<file path="src/rtl/serial_tx_if.sv">
// rtl/serial_tx_if.sv - word handshake between a producer and serial_tx
interface serial_tx_if #(
  parameter int WIDTH = 8
);
  logic [WIDTH-1:0] tx_data;
  logic             tx_valid;
  logic             tx_ready;

  modport master (output tx_data, output tx_valid, input tx_ready);
  modport slave  (input tx_data, input tx_valid, output tx_ready);
endinterface

</file>
<file path="src/rtl/serial_tx.sv">
// rtl/serial_tx.sv - framed serial transmitter; defining SERIAL_TX_PARITY_EN inserts an even-parity bit
module serial_tx #(
  parameter int WIDTH        = 8,
  parameter int CLKS_PER_BIT = 4
) (
  input  logic       clk,
  input  logic       rst,
  serial_tx_if.slave tx,
  output logic       sdo,
  output logic       busy,
  output logic       done
);

  typedef enum logic [2:0] {
    IDLE,
    START,
    DATA,
`ifdef SERIAL_TX_PARITY_EN
    PARITY,
`endif
    STOP
  } state_t;

  localparam logic [7:0] BIT_LAST = 8'(CLKS_PER_BIT - 1);
  localparam logic [5:0] IDX_LAST = 6'(WIDTH - 1);

  state_t           state;
  state_t           state_nx;
  logic [7:0]       bit_cnt;
  logic [5:0]       idx;
  logic [WIDTH-1:0] shreg;
  logic             bit_end;
  logic             accept;
`ifdef SERIAL_TX_PARITY_EN
  logic             par;
`endif

  assign tx.tx_ready = (state == IDLE);
  assign busy        = (state != IDLE);
  assign accept      = tx.tx_valid && tx.tx_ready;
  assign bit_end     = (bit_cnt == BIT_LAST);

  always_ff @(posedge clk) begin
    if (!rst) state <= IDLE;
    else      state <= state_nx;
  end

  always_comb begin
    state_nx = state;
    case (state)
      IDLE:   if (accept) state_nx = START;
      START:  if (bit_end) state_nx = DATA;
      DATA:   if (bit_end && idx == IDX_LAST)
`ifdef SERIAL_TX_PARITY_EN
                state_nx = PARITY;
      PARITY: if (bit_end) state_nx = STOP;
`else
                state_nx = STOP;
`endif
      STOP:   if (bit_end) state_nx = IDLE;
      default: state_nx = IDLE;
    endcase
  end

  // Every state exit happens on bit_end, so clearing there also clears on state entry.
  always_ff @(posedge clk) begin
    if (!rst) begin
      bit_cnt <= '0;
      idx     <= '0;
      shreg   <= '0;
      done    <= 1'b0;
    end else begin
      done <= (state == STOP) && bit_end;

      if (state == IDLE || bit_end) bit_cnt <= '0;
      else                          bit_cnt <= bit_cnt + 8'd1;

      if (state != DATA || (bit_end && idx == IDX_LAST)) idx <= '0;
      else if (bit_end)                                  idx <= idx + 6'd1;

      if (accept)                          shreg <= tx.tx_data;
      else if (state == DATA && bit_end)   shreg <= shreg >> 1;
    end
  end

`ifdef SERIAL_TX_PARITY_EN
  always_ff @(posedge clk) begin
    if (!rst)        par <= 1'b0;
    else if (accept) par <= ^tx.tx_data;
  end
`endif

  always_comb begin
    sdo = 1'b1;
    case (state)
      START:  sdo = 1'b0;
      DATA:   sdo = shreg[0];
`ifdef SERIAL_TX_PARITY_EN
      PARITY: sdo = par;
`endif
      default: sdo = 1'b1;
    endcase
  end

endmodule

</file>
<file path="src/flat_wrapper.sv">
// flat-port wrapper written by rule: the top's interface ports become plain ports
module serial_tx_flat 
#(
  parameter int WIDTH        = 8,
  parameter int CLKS_PER_BIT = 4
)
  (clk, rst, sdo, busy, done, tx_tx_data, tx_tx_valid, tx_tx_ready);
  serial_tx_if #(.WIDTH(WIDTH)) tx_i ();
  input  logic clk;
  input  logic rst;
  output logic sdo;
  output logic busy;
  output logic done;
  input wire logic [$bits(tx_i.tx_data)-1:0] tx_tx_data;
  input wire logic [$bits(tx_i.tx_valid)-1:0] tx_tx_valid;
  output wire logic [$bits(tx_i.tx_ready)-1:0] tx_tx_ready;
  assign tx_i.tx_data = tx_tx_data;
  assign tx_i.tx_valid = tx_tx_valid;
  assign tx_tx_ready = tx_i.tx_ready;
  serial_tx #(.WIDTH(WIDTH), .CLKS_PER_BIT(CLKS_PER_BIT)) u_core (.clk(clk), .rst(rst), .tx(tx_i), .sdo(sdo), .busy(busy), .done(done));
endmodule
</file>
<file path="config.mk">
export PLATFORM = sky130hd
export DESIGN_NAME = serial_tx_flat
export DESIGN_NICKNAME = d
export VERILOG_FILES = /design/src/rtl/serial_tx_if.sv /design/src/rtl/serial_tx.sv /design/src/flat_wrapper.sv
export SDC_FILE = /design/constraint.sdc
export NUM_CORES = 1
export LEC_CHECK = 0
export CAP_MARGIN = 5
export CORE_MARGIN = 2
export CORE_UTILIZATION = 56
export CTS_BUF_LIST = sky130_fd_sc_hd__clkbuf_2 sky130_fd_sc_hd__clkbuf_4 sky130_fd_sc_hd__clkbuf_8
export CTS_CLUSTER_SIZE = 25
export DETAILED_ROUTE_END_ITERATION = 10
export GPL_TIMING_DRIVEN = 0
export PLACE_DENSITY = 0.8
export SETUP_SLACK_MARGIN = 0.1
export SLEW_MARGIN = 40
export SYNTH_ARGS = -nofsm -noshare
export SYNTH_HDL_FRONTEND = slang
export SYNTH_SLANG_ARGS = --single-unit
</file>
<file path="constraint.sdc">
create_clock -name clk -period 2.4 [get_ports clk]
set_input_delay 0.48 -clock clk [delete_from_list [all_inputs] [get_ports clk]]
set_output_delay 0.48 -clock clk [all_outputs]
set_load 0.03 [all_outputs]
</file>
Yosys cells after proc, flatten, opt, wreduce, memory -nomap -nowiden
Index checks and enable logic that the tools add are counted.
{"block": "op_classes", "multipliers": 0, "bitwise_logic": 1, "order_cmp": 0, "muxes": 8, "div_mod_pow": 0, "add_sub_neg": 2, "n_shift": 0, "reduce_logical": 12, "eq_ne": 10}
{"op": "2-to-1 mux 8 bit", "n": 2}
{"op": "2-to-1 mux 3 bit", "n": 4}
{"op": "one-hot mux 3 bit (4 select lines)", "n": 1}
{"op": "adder 8 x 1 -> 8 bit, second input constant", "n": 1}
{"op": "equality test 8 x 2 -> 1 bit, second input constant", "n": 1}
{"op": "adder 6 x 1 -> 6 bit, second input constant", "n": 1}
{"op": "equality test 3 x 2 -> 1 bit, second input constant", "n": 2}
{"op": "equality test 6 x 3 -> 1 bit, second input constant", "n": 1}
{"op": "inequality test 2 x 1 -> 1 bit, second input constant", "n": 3}
{"op": "logical AND 1 bit", "n": 4}
{"op": "AND reduction 4 bit", "n": 1}
{"op": "OR reduction 2 bit", "n": 2}
{"op": "equality test 3 x 1 -> 1 bit, second input constant", "n": 1}
{"op": "logical NOT 3 bit", "n": 1}
{"op": "inequality test 3 x 2 -> 1 bit, second input constant", "n": 1}
{"op": "nonzero test 3 bit", "n": 1}
{"op": "logical OR 1 bit", "n": 2}
{"op": "inequality test 2 bit, second input constant", "n": 1}
{"op": "one-hot mux 1 bit (2 select lines)", "n": 1}
{"op": "nonzero test 2 bit", "n": 1}
{"op": "NOT 1 bit", "n": 1}
{"block": "totals", "romBits": 0, "wordCells": 38, "ff_bits": 26, "latchBits": 0, "n_memories": 0, "mem_bits_rw": 0, "input_bits": 11, "out_inout_bits": 4}

Longest topological paths before layout
Gate-level depths: netlist (run 1).
{"block": "depth", "ltp_word": 4, "mapped_depth": 6, "mapped_depth_nobuf": 6}

Least setup slack after synthesis (run 1)
No wires, ideal clock.
{"block": "synth_path", "kind": "register to output", "start": "register u_core.state[0]", "end": "output busy", "required_time_ps": 1920, "path_stages_with_launch": 5, "arrival_ps": 1322, "setup_slack_ps": 598, "path_buffers": 1, "cell_sequence": "dfxtp_1 > inv_1 > ha_1 > clkbuf_1 > inv_1"}
{"block": "synth_via", "elab_chain_cells": 1}
{"item": "start: declaration", "line_no": "serial_tx.sv:27", "rtl": "state_t state;"}
{"item": "start signal: assignment", "line_no": "serial_tx.sv:45", "rtl": "else state <= state_nx;"}
{"item": "nonzero test 3 bit", "line_no": "serial_tx.sv:39", "rtl": "assign busy = (state != IDLE);"}
{"item": "end: declaration", "line_no": "flat_wrapper.sv:12", "rtl": "output logic busy;"}
Every way passes these cells.

Worst setup path after layout (run 1)
Ends and elaborated chain as after synthesis.

==> metrics.cfg, run 1 <==
[run_status]
outcome = finished clean

[critical_path]
cp_max_fo = 10
path_buf_inv = 4
path_class = reg2out
crit_top_cell = inv_1
crit_arrival_ns = 1.77
startpoint_type = flop
critPathCaptureType = output pin
worstPathRequired_ns = 1.92
crit_chain = inv_1 > ha_1 > clkbuf_2 > inv_1 > clkdlybuf4s15_1
cp_top_family = buffers and inverters
critPathSlowestCell = dfxtp_1
cpPeakStageDelay_ns = 0.42

[finish]
drive_above_1_share_pct = 9.15
multi_input_area_um2 = 654
n_fill_cell = 168
antennaDiodeCount = 0
finalNetCount = 171
regArea_um2 = 500
areaGrowthSynthToFinish_pct = 17.0
utilization_pct = 70.5

[timing]
min_period_ns = 2.25
setup_viol = 0
rsz0062_at_grt = true
skew_ns = 0.00779
worst_slack_ns = 0.152
fmax_ghz = 0.445
worst_slew_pin_slew_ns = 0.557
final.setup.tns_ns = 0
finalHoldViolCount = 0
max-slew-margin-rel_pct = 62.7
fin_crit_sh_pct = 93.7
slew_violations = 0

[synth]
syn_inst = 135
synth-seq-cells = 25
ys.flop_type = dfxtp_1
yosysSeqAreaShare_pct = 41.5
synth.avg_cell_area_um2 = 8.93
synthArstFlopShare_pct = 0
synth_top_cell_by_area = dfxtp_1
synth_top_area_share_pct = 41.5
synth_enable_flop_cells = 0
syn_area_um2 = 1210
synth_common_cells = dfxtp_1 (25), nand3_1 (25), nor2_1 (16)
syn_nets = 152
yosys_warnings = 0
ys_top_cells_by_area = dfxtp_1 (41%), nand3_1 (10%), xor2_1 (7.3%)
synth_cell_types = 27

[placed_design]
pre_cts_ws_ns = 0.148
port_buffers = 14
hpwl_um = 1730
place_congestion = 0.819

[pwr]
power.total_mw = 1.26
seqPwrFrac_pct = 41.8
ir_worst_vdd_mv = 0.596
p_switching_mw = 0.484
pwr-share-comb_pct = 42.5
p_clk_share_pct = 15.7
power_density_nw_per_um2 = 890
internal_power_mw = 0.773
cellLeakagePower_nw = 0.626
switching_share_pct = 38.5

[global_route]
grt_pass1_vias = 941
grtUsageTotal_pct = 19.6
grt.overflow.total = 0
grt_max_degree = 14
grt_pass1_wl_um = 3820
antenna_found_initial = 0

[detailed_routing]
drt-total-wl_um = 2250
viasPerCell = 5.42
via_count = 976
route.detailed.drc = 0
drt.antenna.violating_nets = 0
wl_per_cell_um = 12.5
dr.pass1.iters = 4
drt-initial-drc-count = 13

[cts]
clk_latency_ns = 0.31
clockBufferDepth = 2
cts_setup_buffers = 0
path_clk_slew_ns = 0.14
cts.sinks = 25
cts_tree = yes
root_buffer = clkbuf_4
cts_max_level = 1
cts_buffers = 3

[die]
chipHeight_um = 50.4
boundaryPins = 15
core_area_um2 = 2000
die_area_um2 = 2540
initial_core_util_pct = 60.3
die_x_um = 50.4
num_rows = 16

[job]
max-cap-violations = 0

[min_path]
hp-class = reg2reg

## cells in the final DEF, fill, tap and decap left out
master,count
and2_1,3
nor4b_1,1
nor2_1,16
buf_2,2
o31a_1,1
a221oi_2,1
nor3b_2,1
dfxtp_1,25
clkbuf_4,4
clkdlybuf4s15_1,2
ha_1,6
a21oi_1,3
nand4_2,1
xor2_1,10
o211a_1,7
xnor2_1,1
mux2i_1,1
a32o_2,1
nand3_1,25
and3_2,1
and3_1,2
o21ai_0,1
clkdlybuf4s50_1,12
nand4_1,2
clkbuf_2,1
buf_6,1
nor4_4,1
o21a_1,1
nand2_1,13
inv_1,7
## final timing paths
check / end / cells past startpoint / startpoint / slack, ns
worst max-delay path: busy / 5 / u_core.state[0] / 0.15
worst min-delay path: u_core.bit_cnt[0] / 1 / u_core.bit_cnt[0] / 0.49
worst max register to register: u_core.shreg[5] / 6 / u_core.bit_cnt[0] / 0.43
worst min register to register: u_core.bit_cnt[0] / 1 / u_core.bit_cnt[0] / 0.49
## power groups by stage
stage | logic [mW] | clock network, mW | registers, mW
floorplan | 0.392 | 0 | 0.523
global placement | 0.533 | 0 | 0.530
detailed placement | 0.546 | 0 | 0.534
CTS | 0.534 | 0.202 | 0.525
global route | 0.591 | 0.216 | 0.532
finish | 0.534 | 0.197 | 0.526
## sequential cells by signal, indices dropped and copies added (netlist names)
signal          flops
u_core.done         1
u_core.idx          6
u_core.shreg        8
u_core.state        2
u_core.bit_cnt      8
## layout make-up
class	count	area share, %
inverter	7	1.86
timing repair buffer	14	9.93
sequential	25	35.5
tap	27	2.39
clock buffer	4	2.13
buffer	4	1.86
multi-input combinational	99	46.4
## worst register-to-register path: stages (launching register included)
cell     delay [ns]
dfxtp_1        0.41
ha_1           0.26
nor3b_2        0.52
a32o_2         0.35
buf_6          0.16
nand3_1        0.07
o211a_1        0.12
## kinds of logic after synthesis
group	Yosys count	share of synthesized area, %
simple gates	66	28.2
flops	25	41.5
compound gates	15	11.0
xor+xnor	11	7.99
buf+inv	11	4.25
fa+ha+maj	6	6.22
mux	1	0.830
## per-stage QoR
step	instances	instance area, um^2	hold slack [ns]
after floorplan	135	1210	0.438
after global placement	176	1380	0.457
after detailed placement	176	1380	0.461
after CTS	180	1410	0.490
after global routing	180	1410	0.514
final	180	1410	0.486
## metal layers
layer	global-route usage (%)	up-vias	routed length [um]
li1	-	505	-
met1	23.2	457	1010
met2	35.3	12	1180
met3	2.68	2	59
met4	8.11	0	12
met5	0	-	0
## what timing repair did
| action | 4_1_cts | 5_1_grt |
|---|---|---|
| gates resized for setup | 3 | 2 |
| setup endpoints to repair | 2 | 2 |
| hold buffers | 0 | 0 |
Note: power is estimated with default switching activity, not from simulation.
==> run 2, diff against run 1 <==
--- a/config.mk
+++ b/config.mk
@@ -5,14 +5,15 @@
 export SDC_FILE = /design/constraint.sdc
 export NUM_CORES = 1
 export LEC_CHECK = 0
+export ABC_AREA = 1
 export CAP_MARGIN = 5
 export CORE_MARGIN = 2
-export CORE_UTILIZATION = 56
+export CORE_UTILIZATION = 57
 export CTS_BUF_LIST = sky130_fd_sc_hd__clkbuf_2 sky130_fd_sc_hd__clkbuf_4 sky130_fd_sc_hd__clkbuf_8
 export CTS_CLUSTER_SIZE = 25
 export DETAILED_ROUTE_END_ITERATION = 10
 export GPL_TIMING_DRIVEN = 0
-export PLACE_DENSITY = 0.8
+export PLACE_DENSITY = 0.81
 export SETUP_SLACK_MARGIN = 0.1
 export SLEW_MARGIN = 40
 export SYNTH_ARGS = -nofsm -noshare
==> run 2 against run 1 <==
Total power decreased by 6.3%; wire length increased by 10%; clock skew decreased by 0.0011 ns; combinational power decreased by 11%; clock power decreased by 6%; count of clock-buffer cells in the layout decreased by 1; global-route usage increased by 2.0 points; sequential share of layout area decreased by 2.4 points; area after synthesis increased by 8.6%.
==> metrics.cfg, run 2 <==
[pwr]
internal_power_mw = 0.713  ; -7.8%
cellLeakagePower_nw = 0.642  ; +2.5%
switching_share_pct = 39.5  ; +0.98 points
seqPwrFrac_pct = 43.8  ; +2.0 points
ir_worst_vdd_mv = 0.627  ; +5.2%
pwr-share-comb_pct = 40.4  ; -2.1 points
p_clk_share_pct = 15.8  ; about the same
power.total_mw = 1.18  ; -6.3%
power_density_nw_per_um2 = 779  ; -13%
p_switching_mw = 0.465  ; -3.9%

[timing]
skew_ns = 0.00672  ; -0.00106 ns
finalHoldViolCount = 0  ; unchanged
worst_slew_pin_slew_ns = 0.345  ; -0.212 ns
fmax_ghz = 0.460  ; +3.5%
rsz0062_at_grt = false
min_period_ns = 2.17  ; -0.0753 ns
final.setup.tns_ns = 0  ; unchanged
slew_violations = 0  ; unchanged
max-slew-margin-rel_pct = 76.8  ; +14 points
holdWs_ns = 0.458  ; -0.0288 ns
fin_crit_sh_pct = 90.5  ; -3.1 points
setup_viol = 0  ; unchanged

[die]
initial_core_util_pct = 59.8  ; -0.46 points
die_area_um2 = 2700  ; +6.2%
die_x_um = 51.9  ; +3.0%
num_rows = 17  ; +1
core_area_um2 = 2190  ; +9.4%
chipHeight_um = 51.9  ; +3.0%
boundaryPins = 15  ; unchanged

[synth]
synth_compound_area_share_pct = 9.36  ; -1.6 points
synth_xor_area_share_pct = 2.01  ; -6.0 points
synth_top_area_share_pct = 38.2  ; -3.3 points
synth.avg_cell_area_um2 = 6.97  ; -22%
syn_nets = 205  ; +35%
syn_inst = 188  ; +39%
synth-simple-area-share_pct = 38.5  ; +10 points
synth_mux_area_share_pct = 0  ; -0.83 points
synth-seq-cells = 25  ; unchanged
ys_top_cells_by_area = dfxtp_1 (38%), nand2_1 (15%), nor2_1 (10%)
synth_enable_flop_cells = 0  ; unchanged
ys.flop_type = dfxtp_1
syn_area_um2 = 1310  ; +8.6%
synth_top_family_by_area = simple AND/OR/NAND/NOR gates
yosys_warnings = 0  ; unchanged
synth_top_cell_by_area = dfxtp_1
synth_cell_types = 27  ; unchanged
yosysSeqAreaShare_pct = 38.2  ; -3.3 points
synth_common_cells = nand2_1 (52), nor2_1 (35), dfxtp_1 (25)
synth_fa_ha_area_share_pct = 5.73  ; -0.49 points
yosysMostFrequentCell = nand2_1
synthArstFlopShare_pct = 0  ; unchanged

[detailed_routing]
viasPerCell = 5.12  ; -5.7%
wl_per_cell_um = 10.6  ; -15%
dr.pass1.iters = 4  ; unchanged
drt-total-wl_um = 2490  ; +10%
route.detailed.drc = 0  ; unchanged
via_count = 1197  ; +23%
drt-initial-drc-count = 27  ; +14
drt.antenna.violating_nets = 0  ; unchanged

[finish]
finalNetCount = 224  ; +31%
areaGrowthSynthToFinish_pct = 15.5
layout_common_cells = nand2_1 (52), nor2_1 (35), dfxtp_1 (25), inv_1 (14), clkdlybuf4s50_1 (12)
antennaDiodeCount = 0  ; unchanged
drive_above_1_share_pct = 12.1  ; +3.0 points
reg_top3 = u_core.bit_cnt: 8 flops, u_core.shreg: 8 flops, u_core.idx: 6 flops
layout_commonest_cell = nand2_1

[critical_path]
startpoint_type = flop
path_buf_inv = 2  ; -2
crit_arrival_ns = 1.69  ; -0.08 ns
cp_top_family = buffers and inverters
crit_chain = inv_1 > ha_1 > o21ai_0 > dlygate4sd2_1
critPathSlowestCell = dlygate4sd2_1
path_class = reg2out
cpPeakStageDelay_ns = 0.42  ; about the same
worstPathRequired_ns = 1.92  ; about the same
cp_max_fo = 5  ; -5
critPathCaptureType = output pin

[cts]
cts.sinks = 25  ; unchanged
path_clk_slew_ns = 0.14  ; about the same
clockBufferDepth = 2  ; unchanged
cts_hold_buf = 0  ; unchanged
root_buffer = clkbuf_4
clk_latency_ns = 0.31  ; about the same
cts_tree = yes
ctsResizeCount = 2  ; -1
cts_buffers = 3  ; unchanged
cts_max_level = 1  ; unchanged
cts_setup_buffers = 0  ; unchanged

[global_route]
grt.overflow.total = 0  ; unchanged
grt_max_degree = 16  ; +2
antenna_found_initial = 0  ; unchanged
grtUsageTotal_pct = 21.6  ; +2.0 points
grt_pass1_vias = 1180  ; +25%
grt_pass1_wl_um = 4470  ; +17%

[placed_design]
place_congestion = 0.823  ; +0.53%
port_buffers = 14  ; unchanged
hpwl_um = 1940  ; +12%

[job]
max-cap-violations = 0  ; unchanged

[min_path]
hp-class = reg2reg

[run_status]
outcome = finished clean

run 2: changes by cell type in the layout (fill, tap and decap cells not counted), sizes merged, moves of 7 or more:
cell,change
o21ai,+9
nand3,-16
xor2,-8
nand2,+44
o211a,-7
nor2,+23
a21oi,+7
inv,+13
run 2: worst reg2reg max path, delay by kind of cell (launching register included):
| family | cells | cell delay (ns) |
|---|---|---|
| flops | 1 | 0.41 |
| simple gates | 3 | 0.41 |
| buf+inv | 3 | 0.32 |
| compound gates | 1 | 0.26 |
| fa+ha+maj | 1 | 0.23 |
run 2: metal layers:
layer	GRT usage [%]	vias to the layer above	share of wire, %
met5	0	-	0
met4	7.46	0	0.68
met3	3.16	2	2.3
met2	40.7	18	52
met1	24.2	554	45
li1	-	623	-
run 2: through the flow:
stage               utilization, %  setup WS, ns  instance area (um^2)  instances
global route                  69.0         0.161                  1510        234
CTS                           69.0         0.234                  1510        234
finish                        69.0         0.227                  1510        234
detailed placement            67.8         0.307                  1490        230
floorplan                        -         0.537                  1310        188
global placement              67.8         0.364                  1490        230
run 2: final timing paths:
path / cells past startpoint / start / end / slack [ns]
min: 1 / u_core.bit_cnt[0] / u_core.bit_cnt[0] / 0.46
max reg2reg: 8 / u_core.state[0] / u_core.shreg[1] / 0.69
max: 4 / u_core.state[0] / sdo / 0.23
min reg2reg: 1 / u_core.bit_cnt[0] / u_core.bit_cnt[0] / 0.46
run 2: kinds of logic after synthesis:
| kind of cell | count (synthesis) |
|---|---|
| buffers and inverters | 21 |
| AND/OR/NAND/NOR | 112 |
| XOR/XNOR | 3 |
| adder cells (fa/ha/maj) | 6 |
| flip-flops | 25 |
| AO/OA/AOI/OAI | 21 |
run 2: area by class of cell:
| cell class | instances | area [um^2] |
|---|---|---|
| clock inverters | 1 | 7.51 |
| fillers | 189 | 678 |
| inverters | 20 | 77.6 |
| clock buffers | 3 | 22.5 |
| plain buffers | 1 | 3.75 |
| multi-input cells | 142 | 728 |
| repair buffers | 14 | 138 |
| flip-flops and latches | 25 | 500 |
| well taps | 28 | 35.0 |
run 2: power groups by stage:
| stage | Sequential, mW | Combinational [mW] | Clock (mW) |
|---|---|---|---|
| 2_1_floorplan | 0.517 | 0.361 | 0 |
| 3_3_place_gp | 0.522 | 0.475 | 0 |
| 3_5_place_dp | 0.526 | 0.489 | 0 |
| 4_1_cts | 0.516 | 0.477 | 0.196 |
| 5_1_grt | 0.522 | 0.554 | 0.208 |
| 6_report | 0.516 | 0.476 | 0.186 |
